<file path="src/rtl/dcache_pkg.sv">
// Shared types and default geometry for the direct-mapped data cache.
// The optional statistics counters are enabled by defining DCACHE_STATS_EN.
package dcache_pkg;

  localparam int ADDR_W_DEF   = 8;
  localparam int INDEX_W_DEF  = 3;
  localparam int OFFSET_W_DEF = 2;
  localparam int TAG_W_DEF    = ADDR_W_DEF - INDEX_W_DEF - OFFSET_W_DEF;
  localparam int BLOCK_W      = 32;

  typedef enum logic [1:0] {
    IDLE      = 2'd0,
    WRITEBACK = 2'd1,
    FETCH     = 2'd2,
    UPDATE    = 2'd3
  } state_e;

  // Byte 0 of a block lives in bits [7:0].
  function automatic logic [7:0] block_byte(input logic [BLOCK_W-1:0] blk,
                                            input logic [1:0] off);
    return blk[{off, 3'b000} +: 8];
  endfunction

endpackage

</file>
<file path="src/rtl/dcache_if.sv">
// CPU-side and memory-side bus bundles of the data cache controller.
// master drives the request signals, slave answers them.
interface dcache_cpu_if #(
  parameter int ADDR_W = dcache_pkg::ADDR_W_DEF
);
  logic              read;
  logic              write;
  logic [ADDR_W-1:0] address;
  logic [7:0]        writedata;
  logic [7:0]        readdata;
  logic              busywait;

  modport master (output read, write, address, writedata, input readdata, busywait);
  modport slave  (input read, write, address, writedata, output readdata, busywait);
endinterface

interface dcache_mem_if #(
  parameter int ADDR_W   = dcache_pkg::ADDR_W_DEF,
  parameter int OFFSET_W = dcache_pkg::OFFSET_W_DEF,
  parameter int BLOCK_W  = dcache_pkg::BLOCK_W
);
  logic                       mem_read;
  logic                       mem_write;
  logic [ADDR_W-OFFSET_W-1:0] mem_address;
  logic [BLOCK_W-1:0]         mem_writedata;
  logic [BLOCK_W-1:0]         mem_readdata;
  logic                       mem_busywait;

  modport master (output mem_read, mem_write, mem_address, mem_writedata,
                  input mem_readdata, mem_busywait);
  modport slave  (input mem_read, mem_write, mem_address, mem_writedata,
                  output mem_readdata, mem_busywait);
endinterface

</file>
<file path="src/rtl/dcache_line_array.sv">
// Line storage for the cache: block data and tags (no reset) plus valid/dirty
// bits cleared asynchronously. A byte write marks the line dirty; a block fill marks it clean.
module dcache_line_array
  import dcache_pkg::*;
#(
  parameter int INDEX_W  = INDEX_W_DEF,
  parameter int TAG_W    = TAG_W_DEF,
  parameter int OFFSET_W = OFFSET_W_DEF
) (
  input  logic                CLK,
  input  logic                RESET,
  input  logic [INDEX_W-1:0]  rd_index,
  output logic [BLOCK_W-1:0]  rd_block,
  output logic [TAG_W-1:0]    rd_tag,
  output logic                rd_valid,
  output logic                rd_dirty,
  input  logic                byte_we,
  input  logic [INDEX_W-1:0]  byte_index,
  input  logic [OFFSET_W-1:0] byte_offset,
  input  logic [7:0]          byte_data,
  input  logic                blk_we,
  input  logic [INDEX_W-1:0]  blk_index,
  input  logic [TAG_W-1:0]    blk_tag,
  input  logic [BLOCK_W-1:0]  blk_data
);

  localparam int LINES = 1 << INDEX_W;

  logic [BLOCK_W-1:0] data_q [LINES];
  logic [BLOCK_W-1:0] data_d [LINES];
  logic [TAG_W-1:0]   tag_q  [LINES];
  logic [TAG_W-1:0]   tag_d  [LINES];
  logic [LINES-1:0]   valid_q, valid_d;
  logic [LINES-1:0]   dirty_q, dirty_d;

  always_comb begin
    data_d  = data_q;
    tag_d   = tag_q;
    valid_d = valid_q;
    dirty_d = dirty_q;
    if (blk_we) begin
      data_d[blk_index]  = blk_data;
      tag_d[blk_index]   = blk_tag;
      valid_d[blk_index] = 1'b1;
      dirty_d[blk_index] = 1'b0;
    end
    if (byte_we) begin
      data_d[byte_index][{byte_offset, 3'b000} +: 8] = byte_data;
      dirty_d[byte_index] = 1'b1;
    end
  end

  always_ff @(posedge CLK or negedge RESET) begin
    if (!RESET) begin
      valid_q <= '0;
      dirty_q <= '0;
    end else begin
      valid_q <= valid_d;
      dirty_q <= dirty_d;
    end
  end

  always_ff @(posedge CLK) begin
    data_q <= data_d;
    tag_q  <= tag_d;
  end

  assign rd_block = data_q[rd_index];
  assign rd_tag   = tag_q[rd_index];
  assign rd_valid = valid_q[rd_index];
  assign rd_dirty = dirty_q[rd_index];

endmodule

</file>
<file path="src/rtl/dcache_controller.sv">
// Direct-mapped write-back/write-allocate data cache controller with the miss FSM.
// Define DCACHE_STATS_EN to add saturating hit_count/miss_count outputs.
module dcache_controller
  import dcache_pkg::*;
#(
  parameter int ADDR_W   = ADDR_W_DEF,
  parameter int INDEX_W  = INDEX_W_DEF,
  parameter int OFFSET_W = OFFSET_W_DEF
) (
  input  logic        CLK,
  input  logic        RESET,
  dcache_cpu_if.slave cpu,
  dcache_mem_if.master mem
`ifdef DCACHE_STATS_EN
  ,
  output logic [15:0] hit_count,
  output logic [15:0] miss_count
`endif
);

  localparam int TAG_W   = ADDR_W - INDEX_W - OFFSET_W;
  localparam int BLK_A_W = ADDR_W - OFFSET_W;

  state_e               state_q, state_d;
  logic [BLK_A_W-1:0]   lat_blk_q, lat_blk_d;
  logic                 mem_read_q, mem_read_d;
  logic                 mem_write_q, mem_write_d;

  logic [TAG_W-1:0]     req_tag, lat_tag, rd_tag;
  logic [INDEX_W-1:0]   req_index, lat_index, rd_index;
  logic [OFFSET_W-1:0]  req_offset;
  logic [BLOCK_W-1:0]   rd_block;
  logic                 rd_valid, rd_dirty;
  logic                 access, hit, busy, byte_we, blk_we;
  logic [7:0]           readdata;
  logic [BLK_A_W-1:0]   mem_addr;

  assign req_tag    = cpu.address[ADDR_W-1 -: TAG_W];
  assign req_index  = cpu.address[OFFSET_W +: INDEX_W];
  assign req_offset = cpu.address[OFFSET_W-1:0];
  assign lat_tag    = lat_blk_q[BLK_A_W-1 -: TAG_W];
  assign lat_index  = lat_blk_q[INDEX_W-1:0];

  // Outside IDLE the array is addressed by the latched miss, so the victim stays visible.
  assign rd_index = (state_q == IDLE) ? req_index : lat_index;
  assign access   = cpu.read | cpu.write;
  assign hit      = rd_valid && (rd_tag == req_tag);

  dcache_line_array #(
    .INDEX_W  (INDEX_W),
    .TAG_W    (TAG_W),
    .OFFSET_W (OFFSET_W)
  ) u_lines (
    .CLK         (CLK),
    .RESET       (RESET),
    .rd_index    (rd_index),
    .rd_block    (rd_block),
    .rd_tag      (rd_tag),
    .rd_valid    (rd_valid),
    .rd_dirty    (rd_dirty),
    .byte_we     (byte_we),
    .byte_index  (req_index),
    .byte_offset (req_offset),
    .byte_data   (cpu.writedata),
    .blk_we      (blk_we),
    .blk_index   (lat_index),
    .blk_tag     (lat_tag),
    .blk_data    (mem.mem_readdata)
  );

  always_ff @(posedge CLK or negedge RESET) begin
    if (!RESET) begin
      state_q     <= IDLE;
      mem_read_q  <= 1'b0;
      mem_write_q <= 1'b0;
    end else begin
      state_q     <= state_d;
      mem_read_q  <= mem_read_d;
      mem_write_q <= mem_write_d;
    end
  end

  always_ff @(posedge CLK) begin
    lat_blk_q <= lat_blk_d;
  end

  always_comb begin
    state_d   = state_q;
    lat_blk_d = lat_blk_q;
    case (state_q)
      IDLE: begin
        if (access && !hit) begin
          lat_blk_d = cpu.address[ADDR_W-1:OFFSET_W];
          state_d   = (rd_valid && rd_dirty) ? WRITEBACK : FETCH;
        end
      end
      WRITEBACK: if (!mem.mem_busywait) state_d = FETCH;
      FETCH:     if (!mem.mem_busywait) state_d = UPDATE;
      UPDATE:    state_d = IDLE;
      default:   state_d = IDLE;
    endcase
    // Strobes are registered copies of the state being entered.
    mem_read_d  = (state_d == FETCH);
    mem_write_d = (state_d == WRITEBACK);
  end

  always_comb begin
    busy     = 1'b1;
    readdata = '0;
    byte_we  = 1'b0;
    blk_we   = 1'b0;
    mem_addr = lat_blk_q;
    case (state_q)
      IDLE: begin
        busy    = access && !hit;
        byte_we = hit && cpu.write;
        if (hit && cpu.read && !cpu.write) readdata = block_byte(rd_block, req_offset);
      end
      WRITEBACK: mem_addr = {rd_tag, lat_index};
      UPDATE:    blk_we = 1'b1;
      default:   ;
    endcase
  end

  // Reset forces the stall low immediately even while a request is held.
  assign cpu.busywait      = RESET & busy;
  assign cpu.readdata      = readdata;
  assign mem.mem_read      = mem_read_q;
  assign mem.mem_write     = mem_write_q;
  assign mem.mem_address   = mem_addr;
  assign mem.mem_writedata = rd_block;

`ifdef DCACHE_STATS_EN
  function automatic logic [15:0] sat_inc(input logic [15:0] v);
    return (v == 16'hFFFF) ? v : v + 16'd1;
  endfunction

  logic        retry_q, retry_d;
  logic [15:0] hit_cnt_q, hit_cnt_d;
  logic [15:0] miss_cnt_q, miss_cnt_d;
  logic        first_seen;

  // The IDLE cycle right after UPDATE replays the stalled access; it is not a new one.
  assign first_seen = (state_q == IDLE) && access && !retry_q;

  always_comb begin
    retry_d    = (state_q == UPDATE);
    hit_cnt_d  = (first_seen && hit)  ? sat_inc(hit_cnt_q)  : hit_cnt_q;
    miss_cnt_d = (first_seen && !hit) ? sat_inc(miss_cnt_q) : miss_cnt_q;
  end

  always_ff @(posedge CLK or negedge RESET) begin
    if (!RESET) begin
      retry_q    <= 1'b0;
      hit_cnt_q  <= '0;
      miss_cnt_q <= '0;
    end else begin
      retry_q    <= retry_d;
      hit_cnt_q  <= hit_cnt_d;
      miss_cnt_q <= miss_cnt_d;
    end
  end

  assign hit_count  = hit_cnt_q;
  assign miss_count = miss_cnt_q;
`endif

endmodule

</file>
<file path="src/flat_wrapper.sv">
// flat-port wrapper written by rule: the top's interface ports become plain ports
module dcache_controller_flat import dcache_pkg::*;
#(
  parameter int ADDR_W   = ADDR_W_DEF,
  parameter int INDEX_W  = INDEX_W_DEF,
  parameter int OFFSET_W = OFFSET_W_DEF
)
  (CLK, RESET, cpu_read, cpu_write, cpu_address, cpu_writedata, cpu_readdata, cpu_busywait, mem_mem_read, mem_mem_write, mem_mem_address, mem_mem_writedata, mem_mem_readdata, mem_mem_busywait);
  dcache_cpu_if #(.ADDR_W(ADDR_W)) cpu_i ();
  dcache_mem_if #(.ADDR_W(ADDR_W), .OFFSET_W(OFFSET_W)) mem_i ();
  input  logic CLK;
  input  logic RESET;
  input wire logic [$bits(cpu_i.read)-1:0] cpu_read;
  input wire logic [$bits(cpu_i.write)-1:0] cpu_write;
  input wire logic [$bits(cpu_i.address)-1:0] cpu_address;
  input wire logic [$bits(cpu_i.writedata)-1:0] cpu_writedata;
  output wire logic [$bits(cpu_i.readdata)-1:0] cpu_readdata;
  output wire logic [$bits(cpu_i.busywait)-1:0] cpu_busywait;
  output wire logic [$bits(mem_i.mem_read)-1:0] mem_mem_read;
  output wire logic [$bits(mem_i.mem_write)-1:0] mem_mem_write;
  output wire logic [$bits(mem_i.mem_address)-1:0] mem_mem_address;
  output wire logic [$bits(mem_i.mem_writedata)-1:0] mem_mem_writedata;
  input wire logic [$bits(mem_i.mem_readdata)-1:0] mem_mem_readdata;
  input wire logic [$bits(mem_i.mem_busywait)-1:0] mem_mem_busywait;
  assign cpu_i.read = cpu_read;
  assign cpu_i.write = cpu_write;
  assign cpu_i.address = cpu_address;
  assign cpu_i.writedata = cpu_writedata;
  assign cpu_readdata = cpu_i.readdata;
  assign cpu_busywait = cpu_i.busywait;
  assign mem_mem_read = mem_i.mem_read;
  assign mem_mem_write = mem_i.mem_write;
  assign mem_mem_address = mem_i.mem_address;
  assign mem_mem_writedata = mem_i.mem_writedata;
  assign mem_i.mem_readdata = mem_mem_readdata;
  assign mem_i.mem_busywait = mem_mem_busywait;
  dcache_controller #(.ADDR_W(ADDR_W), .INDEX_W(INDEX_W), .OFFSET_W(OFFSET_W)) u_core (.CLK(CLK), .RESET(RESET), .cpu(cpu_i), .mem(mem_i));
endmodule
</file>
<file path="config.mk">
export PLATFORM = sky130hd
export DESIGN_NAME = dcache_controller_flat
export DESIGN_NICKNAME = d
export VERILOG_FILES = /design/src/rtl/dcache_pkg.sv /design/src/rtl/dcache_if.sv /design/src/rtl/dcache_line_array.sv /design/src/rtl/dcache_controller.sv /design/src/flat_wrapper.sv
export SDC_FILE = /design/constraint.sdc
export NUM_CORES = 1
export LEC_CHECK = 0
export CAP_MARGIN = 20
export CORE_ASPECT_RATIO = 1.4
export CORE_MARGIN = 5
export CORE_UTILIZATION = 45
export DETAILED_ROUTE_END_ITERATION = 8
export MAX_ROUTING_LAYER = met4
export PLACE_DENSITY = 0.6
export SLEW_MARGIN = 10
export SYNTH_ARGS = -nofsm -noshare
export SYNTH_HDL_FRONTEND = slang
export SYNTH_HIERARCHICAL = 1
export SYNTH_SLANG_ARGS = --single-unit
export TNS_END_PERCENT = 50
</file>
<file path="constraint.sdc">
create_clock -name CLK -period 11.4 [get_ports CLK]
set_input_delay 1.71 -clock CLK [delete_from_list [all_inputs] [get_ports CLK]]
set_output_delay 1.71 -clock CLK [all_outputs]
set_load 0.005 [all_outputs]
</file>
==> flow_metrics.env, run 1 <==
export IMPL_ant_nets=0
export IMPL_worst_slack_ns=3.194
export IMPL_fillCellCount=3069
export IMPL_place_ws_ns=3.111
export IMPL_gp_congestion=0.8176
export IMPL_wire_per_inst_um=26.80
export IMPL_setup_viol=0
export IMPL_cts_tree="done"
export IMPL_swShare_pct=32.15
export IMPL_die_x_um=168.4
export IMPL_die_h_um=231.8
export IMPL_max_cap_violations=0
export IMPL_drt_first_pass_iters=5
export IMPL_crit_buf_inv=3
export IMPL_drive_gt1_share_pct=18.47
export IMPL_regArea_mm2=0.006526
export IMPL_synth_top_area_cell="dfxtp_1"
export IMPL_synthCells=1234
export IMPL_run_status="finished clean"
export IMPL_post_route_min_period_ns=8.206
export IMPL_total_power_mw=4.931
export IMPL_ys_ff_latch=306
export IMPL_synth_ff_type="dfxtp_1"
export IMPL_p_int_mw=3.346
export IMPL_grt_pass1_wl_um=71440
export IMPL_p_per_area_mw_per_mm2=273.3
export IMPL_dp_hpwl_um=30070
export IMPL_syn_area_per_cell_um2=12.81
export IMPL_rsz0062_at_grt="false"
export IMPL_synth_edf_count=30
export IMPL_synth_fp_nets=1292
export IMPL_dp_cells=1700
export IMPL_htreeDepth=2
export IMPL_p_clk_share_pct=22.5
export IMPL_clk_path_buf_depth=3
export IMPL_synth_area_mm2=0.01581
export IMPL_whs_ns=0.4642
export IMPL_grt_pass1_vias=10850
export IMPL_async_reset_ff_share_pct=6.536
export IMPL_synth_most_common_cell="mux2i_1"
export IMPL_num_vias=10420
export IMPL_cts_root_buf="clkbuf_16"
export IMPL_ir_drop_mv=0.1254
export IMPL_max_freq_mhz=121.9
export IMPL_port_buffer_count=101
export IMPL_yosysWarnings=6
export IMPL_critPathMaxFanout=39
export IMPL_grt_max_degree=55
export IMPL_worstMarginPinSlew_ns=1.112
export IMPL_dpl_instance_area_mm2=0.01691
export IMPL_final_area_mm2=0.01804
export IMPL_worstPathCellList="clkdlybuf4s50_1 > mux2_4 > buf_4 > mux4_2 > mux2_2 > mux4_2 > nor4b_2 > clkdlybuf4s50_1"
export IMPL_antenna_found_initial=1
export IMPL_cts_setup_buffers=0
export IMPL_nets=1338
export IMPL_core_area_mm2=0.03486
export IMPL_drtIter0Drc=556
export IMPL_synthTopCellsByCount="mux2i_1, dfxtp_1, mux4_2"
export IMPL_cts_inserted_buffers=34
export IMPL_cp_top_family="buffers and inverters"
export IMPL_viasPerCell=5.910
export IMPL_pwr_share_comb_pct=39.0
export IMPL_power_leakage_nw=6.934
export IMPL_path_clk_slew_ns=0.06
export IMPL_dieArea_mm2=0.03903
export IMPL_row_count=81
export IMPL_ys_seq_area_share_pct=41.28
export IMPL_routed_wl_um=47260
export IMPL_p_seq_share_pct=38.5
export IMPL_finalHoldViolCount=0
export IMPL_final_cells=1763
export IMPL_power_switching_mw=1.585
export IMPL_period_share_pct=71.98
export IMPL_crit_required_ns=9.69
export IMPL_relSlewSlack_pct=25.87
export IMPL_drc=0
export IMPL_synth_top_area_share_pct=32.42
export IMPL_multi_input_area_mm2=0.008648
export IMPL_skew_ns=0.01901
export IMPL_ios=102
export IMPL_critical_path_arrival_ns=6.50
export IMPL_finalSetupTns_ns=0
export IMPL_synth_area_leaders="dfxtp_1, mux2i_1, mux4_2, edfxtp_1, dfrtp_1"
export IMPL_synth_cell_types=44
export IMPL_syn2layout_area_growth_pct=14.12
export IMPL_gr_usage_all_layers_pct=24.79
export IMPL_crit_path_top_delay_cell="clkdlybuf4s50_1"
export IMPL_grt_ovfl_total=0
export IMPL_maxSlewViolCount=0
export IMPL_cts_sinks=306
export IMPL_clock_latency_ns=0.53
export IMPL_critical_path_class="input pin to primary output"
export IMPL_cts_resized=0
export IMPL_hold_buffers=0
export IMPL_cp_end_kind="primary output"
export IMPL_setup_worst_path_start_class="input pin"
export IMPL_final_util_pct=51.75
export IMPL_hold_path_class="register to register"
export IMPL_cp_slowest_stage_delay_ns=1.03
export IMPL_start_util_pct=45.35
## state kept, by name, indices dropped and copies added (netlist names)
| name | count |
|---|---|
| u_core/state_q | 2 |
| u_core/u_lines/data_q | 256 |
| u_core/u_lines/dirty_q | 8 |
| u_core/mem.mem_write | 1 |
| u_core/u_lines/valid_q | 8 |
| u_core/u_lines/tag_q | 24 |
| u_core/mem.mem_read | 1 |
| u_core/lat_blk_q | 6 |
## cell type report
class / instances / area share [%]
diodes: 2 / 0.02774
flip-flops and latches: 306 / 36.17
inverters: 12 / 0.2497
clock buffers: 47 / 5.680
clock inverters: 14 / 0.5410
well taps: 456 / 3.162
repair buffers: 116 / 6.228
multi-input cells: 810 / 47.94
## path summary, 6_finish.rpt
check	endpoint	cells after the start	startpoint	slack, ns
min reg2reg	u_core/u_lines/valid_q[2]	1	u_core/u_lines/valid_q[2]	0.46
max	cpu_readdata[4]	8	cpu_address[2]	3.19
min in group asynchronous	u_core/u_lines/dirty_q[7]	2	RESET	1.53
max in group asynchronous	u_core/state_q[1]	2	RESET	9.64
min	u_core/u_lines/valid_q[2]	1	u_core/u_lines/valid_q[2]	0.46
max reg2reg	u_core/u_lines/data_q[98]	11	u_core/state_q[1]	5.47
## logic make-up after synthesis
logic type,after synthesis,share of synthesized area [%]
mux,590,44.16
xor+xnor,3,0.1662
compound gates,57,2.311
flops,306,41.28
simple gates,155,7.550
fa+ha+maj,5,0.3957
buf+inv,118,4.131
## power groups by stage
stage          Clock [mW]  Sequential [mW]  Combinational, mW
2_1_floorplan           0             1.81               1.30
3_3_place_gp            0             1.91               1.89
3_5_place_dp            0             1.91               1.93
4_1_cts              1.13             1.89               1.94
5_1_grt              1.17             1.96               2.08
6_report             1.11             1.90               1.93
## layout by cell type, fill, tap and decap left out, types with 9 or more instances in the layout
cell             count
mux4_2              82
nand2_1             54
clkdlybuf4s50_1    101
nor2b_1             14
mux2i_1            468
dfxtp_1            256
nor2_4              18
mux2_2              38
clkbuf_16           38
buf_4               15
inv_1               12
o22ai_1             46
edfxtp_1            30
dfrtp_1             20
clkinv_2             9
## layer usage
| layer | wire [um] | global-route usage (%) |
|---|---|---|
| met5 | 0 | - |
| met2 | 23010 | 40.43 |
| met3 | 2314 | 3.985 |
| met4 | 1426 | 7.815 |
| met1 | 20510 | 31.82 |
(Power assumes the default switching activity.)
==> run 2, diff against run 1 <==
--- a/config.mk
+++ b/config.mk
@@ -11,7 +11,7 @@
 export CORE_UTILIZATION = 45
 export DETAILED_ROUTE_END_ITERATION = 8
 export MAX_ROUTING_LAYER = met4
-export PLACE_DENSITY = 0.6
+export PLACE_DENSITY = 0.63
 export SLEW_MARGIN = 10
 export SYNTH_ARGS = -nofsm -noshare
 export SYNTH_HDL_FRONTEND = slang
==> constraint.sdc (replaced) <==
create_clock -name CLK -period 6.96 [get_ports CLK]
set_input_delay 1.044 -clock CLK [delete_from_list [all_inputs] [get_ports CLK]]
set_output_delay 1.044 -clock CLK [all_outputs]
set_load 0.005 [all_outputs]
==> run 2 against run 1 <==
Sequential power is 63% higher. Non-clock buffer count is 6 higher. Critical endpoint is now cpu_readdata[2]. Setup slack worse by 2.1 ns. Combinational power is 65% higher. Utilization is 0.41 points higher.
==> flow_metrics.env, run 2 (synthesis gave the netlist of run 1 again) <==
export IMPL_row_count=81
export IMPL_drtIter0Drc=680
export IMPL_cts_tree="done"
export IMPL_drc=0
export IMPL_antenna_found_initial=2
export IMPL_gp_congestion=0.8342
export IMPL_hold_buffers=0
export IMPL_path_clk_slew_ns=0.06
export IMPL_routed_wl_um=46510
export IMPL_clock_latency_ns=0.52
export IMPL_drt_first_pass_iters=5
export IMPL_fillCellCount=3046
export IMPL_critical_path_class="input pin to primary output"
export IMPL_ant_nets=0
export IMPL_final_util_pct=52.15
export IMPL_syn2layout_area_growth_pct=15.01
export IMPL_setup_viol=0
export IMPL_max_cap_violations=0
export IMPL_worst_slack_ns=1.060
export IMPL_whs_ns=0.4596
export IMPL_post_route_min_period_ns=5.900
export IMPL_nets=1344
export IMPL_worstSetupEndpoint="cpu_readdata[2]"
export IMPL_largest_reg_flops=256
export IMPL_grt_pass1_wl_um=69920
export IMPL_grt_pass1_vias=10770
export IMPL_startpoint="cpu_address[2]"
export IMPL_viasPerCell=5.899
export IMPL_hold_path_class="register to register"
export IMPL_r2r_end="u_core/u_lines/data_q[39]"
export IMPL_largestRegisters="u_core/u_lines/data_q: 256 flops, u_core/u_lines/tag_q: 24 flops"
export IMPL_clk_path_buf_depth=3
export IMPL_max_freq_mhz=169.5
export IMPL_worstMarginPinSlew_ns=1.149
export IMPL_min_delay_start="u_core/u_lines/valid_q[4]"
export IMPL_cts_root_buf="clkbuf_16"
export IMPL_start_util_pct=45.35
export IMPL_finalHoldViolCount=0
export IMPL_drive_gt1_share_pct=19.01
export IMPL_total_power_mw=8.182
export IMPL_critPathMaxFanout=24
export IMPL_period_share_pct=84.76
export IMPL_die_h_um=231.8
export IMPL_grt_ovfl_total=0
export IMPL_core_area_mm2=0.03486
export IMPL_r2r_start="u_core/state_q[0]"
export IMPL_dieArea_mm2=0.03903
export IMPL_maxSlewViolCount=0
export IMPL_grt_max_degree=38
export IMPL_gr_usage_all_layers_pct=24.25
export IMPL_r2r_slack_ns=1.82
export IMPL_ir_drop_mv=0.2559
export IMPL_whs_path_depth=1
export IMPL_worst_r2r_path_depth=11
export IMPL_htreeDepth=2
export IMPL_die_x_um=168.4
export IMPL_setup_worst_path_start_class="input pin"
export IMPL_finalSetupTns_ns=0
export IMPL_cts_inserted_buffers=34
export IMPL_run_status="finished clean"
export IMPL_rsz0062_at_grt="false"
export IMPL_cts_sinks=306
export IMPL_power_leakage_nw=6.998
export IMPL_cts_setup_buffers=0
export IMPL_dp_hpwl_um=30160
export IMPL_cp_end_kind="primary output"
export IMPL_largest_register="u_core/u_lines/data_q"
export IMPL_relSlewSlack_pct=23.37
export IMPL_wire_per_inst_um=26.30
export IMPL_num_vias=10430
export IMPL_crit_required_ns=5.92
export IMPL_p_per_area_mw_per_mm2=450.0
export IMPL_ios=102
export IMPL_port_buffer_count=101
export IMPL_skew_ns=0.01546
export IMPL_final_common_cell="mux2i_1"
export IMPL_critical_path_arrival_ns=4.86
export IMPL_place_ws_ns=1.040
export IMPL_cts_resized=0
export IMPL_layout_common_cells="mux2i_1, dfxtp_1, clkdlybuf4s50_1, mux4_2, nand2_1"
[run 2: cell types whose count changed in the layout (fill, tap and decap cells not counted), sizes merged]
| cell | previous run | this run |
|---|---|---|
| clkinvlp | 0 | 1 |
| clkinv | 12 | 6 |
| bufinv | 1 | 3 |
| buf | 15 | 20 |
| clkbuf | 47 | 48 |
| inv | 13 | 15 |
[run 2: worst min path at each step]
| stage | to | slack [ns] |
|---|---|---|
| after floorplan | u_core/u_lines/valid_q[2] | 0.43 |
| after global placement | u_core/u_lines/valid_q[6] | 0.44 |
| after detailed placement | u_core/u_lines/valid_q[3] | 0.45 |
| after CTS | u_core/u_lines/valid_q[7] | 0.47 |
| after global routing | u_core/u_lines/valid_q[7] | 0.48 |
| final | u_core/u_lines/valid_q[4] | 0.46 |
[run 2: report_power, final]
group	internal [mW]	total (mW)	switching, mW
Combinational	1.76	3.18	1.42
Sequential	2.66	3.10	0.435
Clock	1.15	1.90	0.748
Total	5.58	8.18	2.60
[run 2: area by class of cell]
| type | instances | area (um^2) | area share [%] |
|---|---|---|---|
| flip-flops and latches | 306 | 6526 | 35.89 |
| inverters | 12 | 45.04 | 0.2477 |
| diodes | 2 | 5.005 | 0.02753 |
| clock buffers | 47 | 1032 | 5.677 |
| well taps | 456 | 570.5 | 3.138 |
| repair buffers | 122 | 1206 | 6.634 |
| clock inverters | 13 | 148.9 | 0.8189 |
| multi-input cells | 810 | 8648 | 47.56 |
[run 2: routing by layer]
metal | part of all wire, % | up-vias | GRT usage [%] | routed length [um]
met5 | 0 | - | - | 0
met4 | 3.4 | 0 | 8.196 | 1567
met3 | 5.9 | 88 | 5.109 | 2764
met2 | 48 | 291 | 38.94 | 22330
met1 | 43 | 5317 | 30.65 | 19840
li1 | - | 4733 | - | -
[run 2: stage by stage]
step	cells	instance area, um^2
floorplan	1234	15810
global placement	1705	16990
detailed placement	1705	16990
CTS	1765	18170
global route	1768	18180
finish	1768	18180
[run 2: critical path, cell delays in order]
cell and delay (ns):
clkdlybuf4s50_1 0.46, buf_4 0.25, mux2_4 0.56, mux4_2 0.59
mux2_2 0.30, xnor2_1 0.18, nand4_2 0.38, nor4b_1 0.48
clkdlybuf4s50_1 0.58
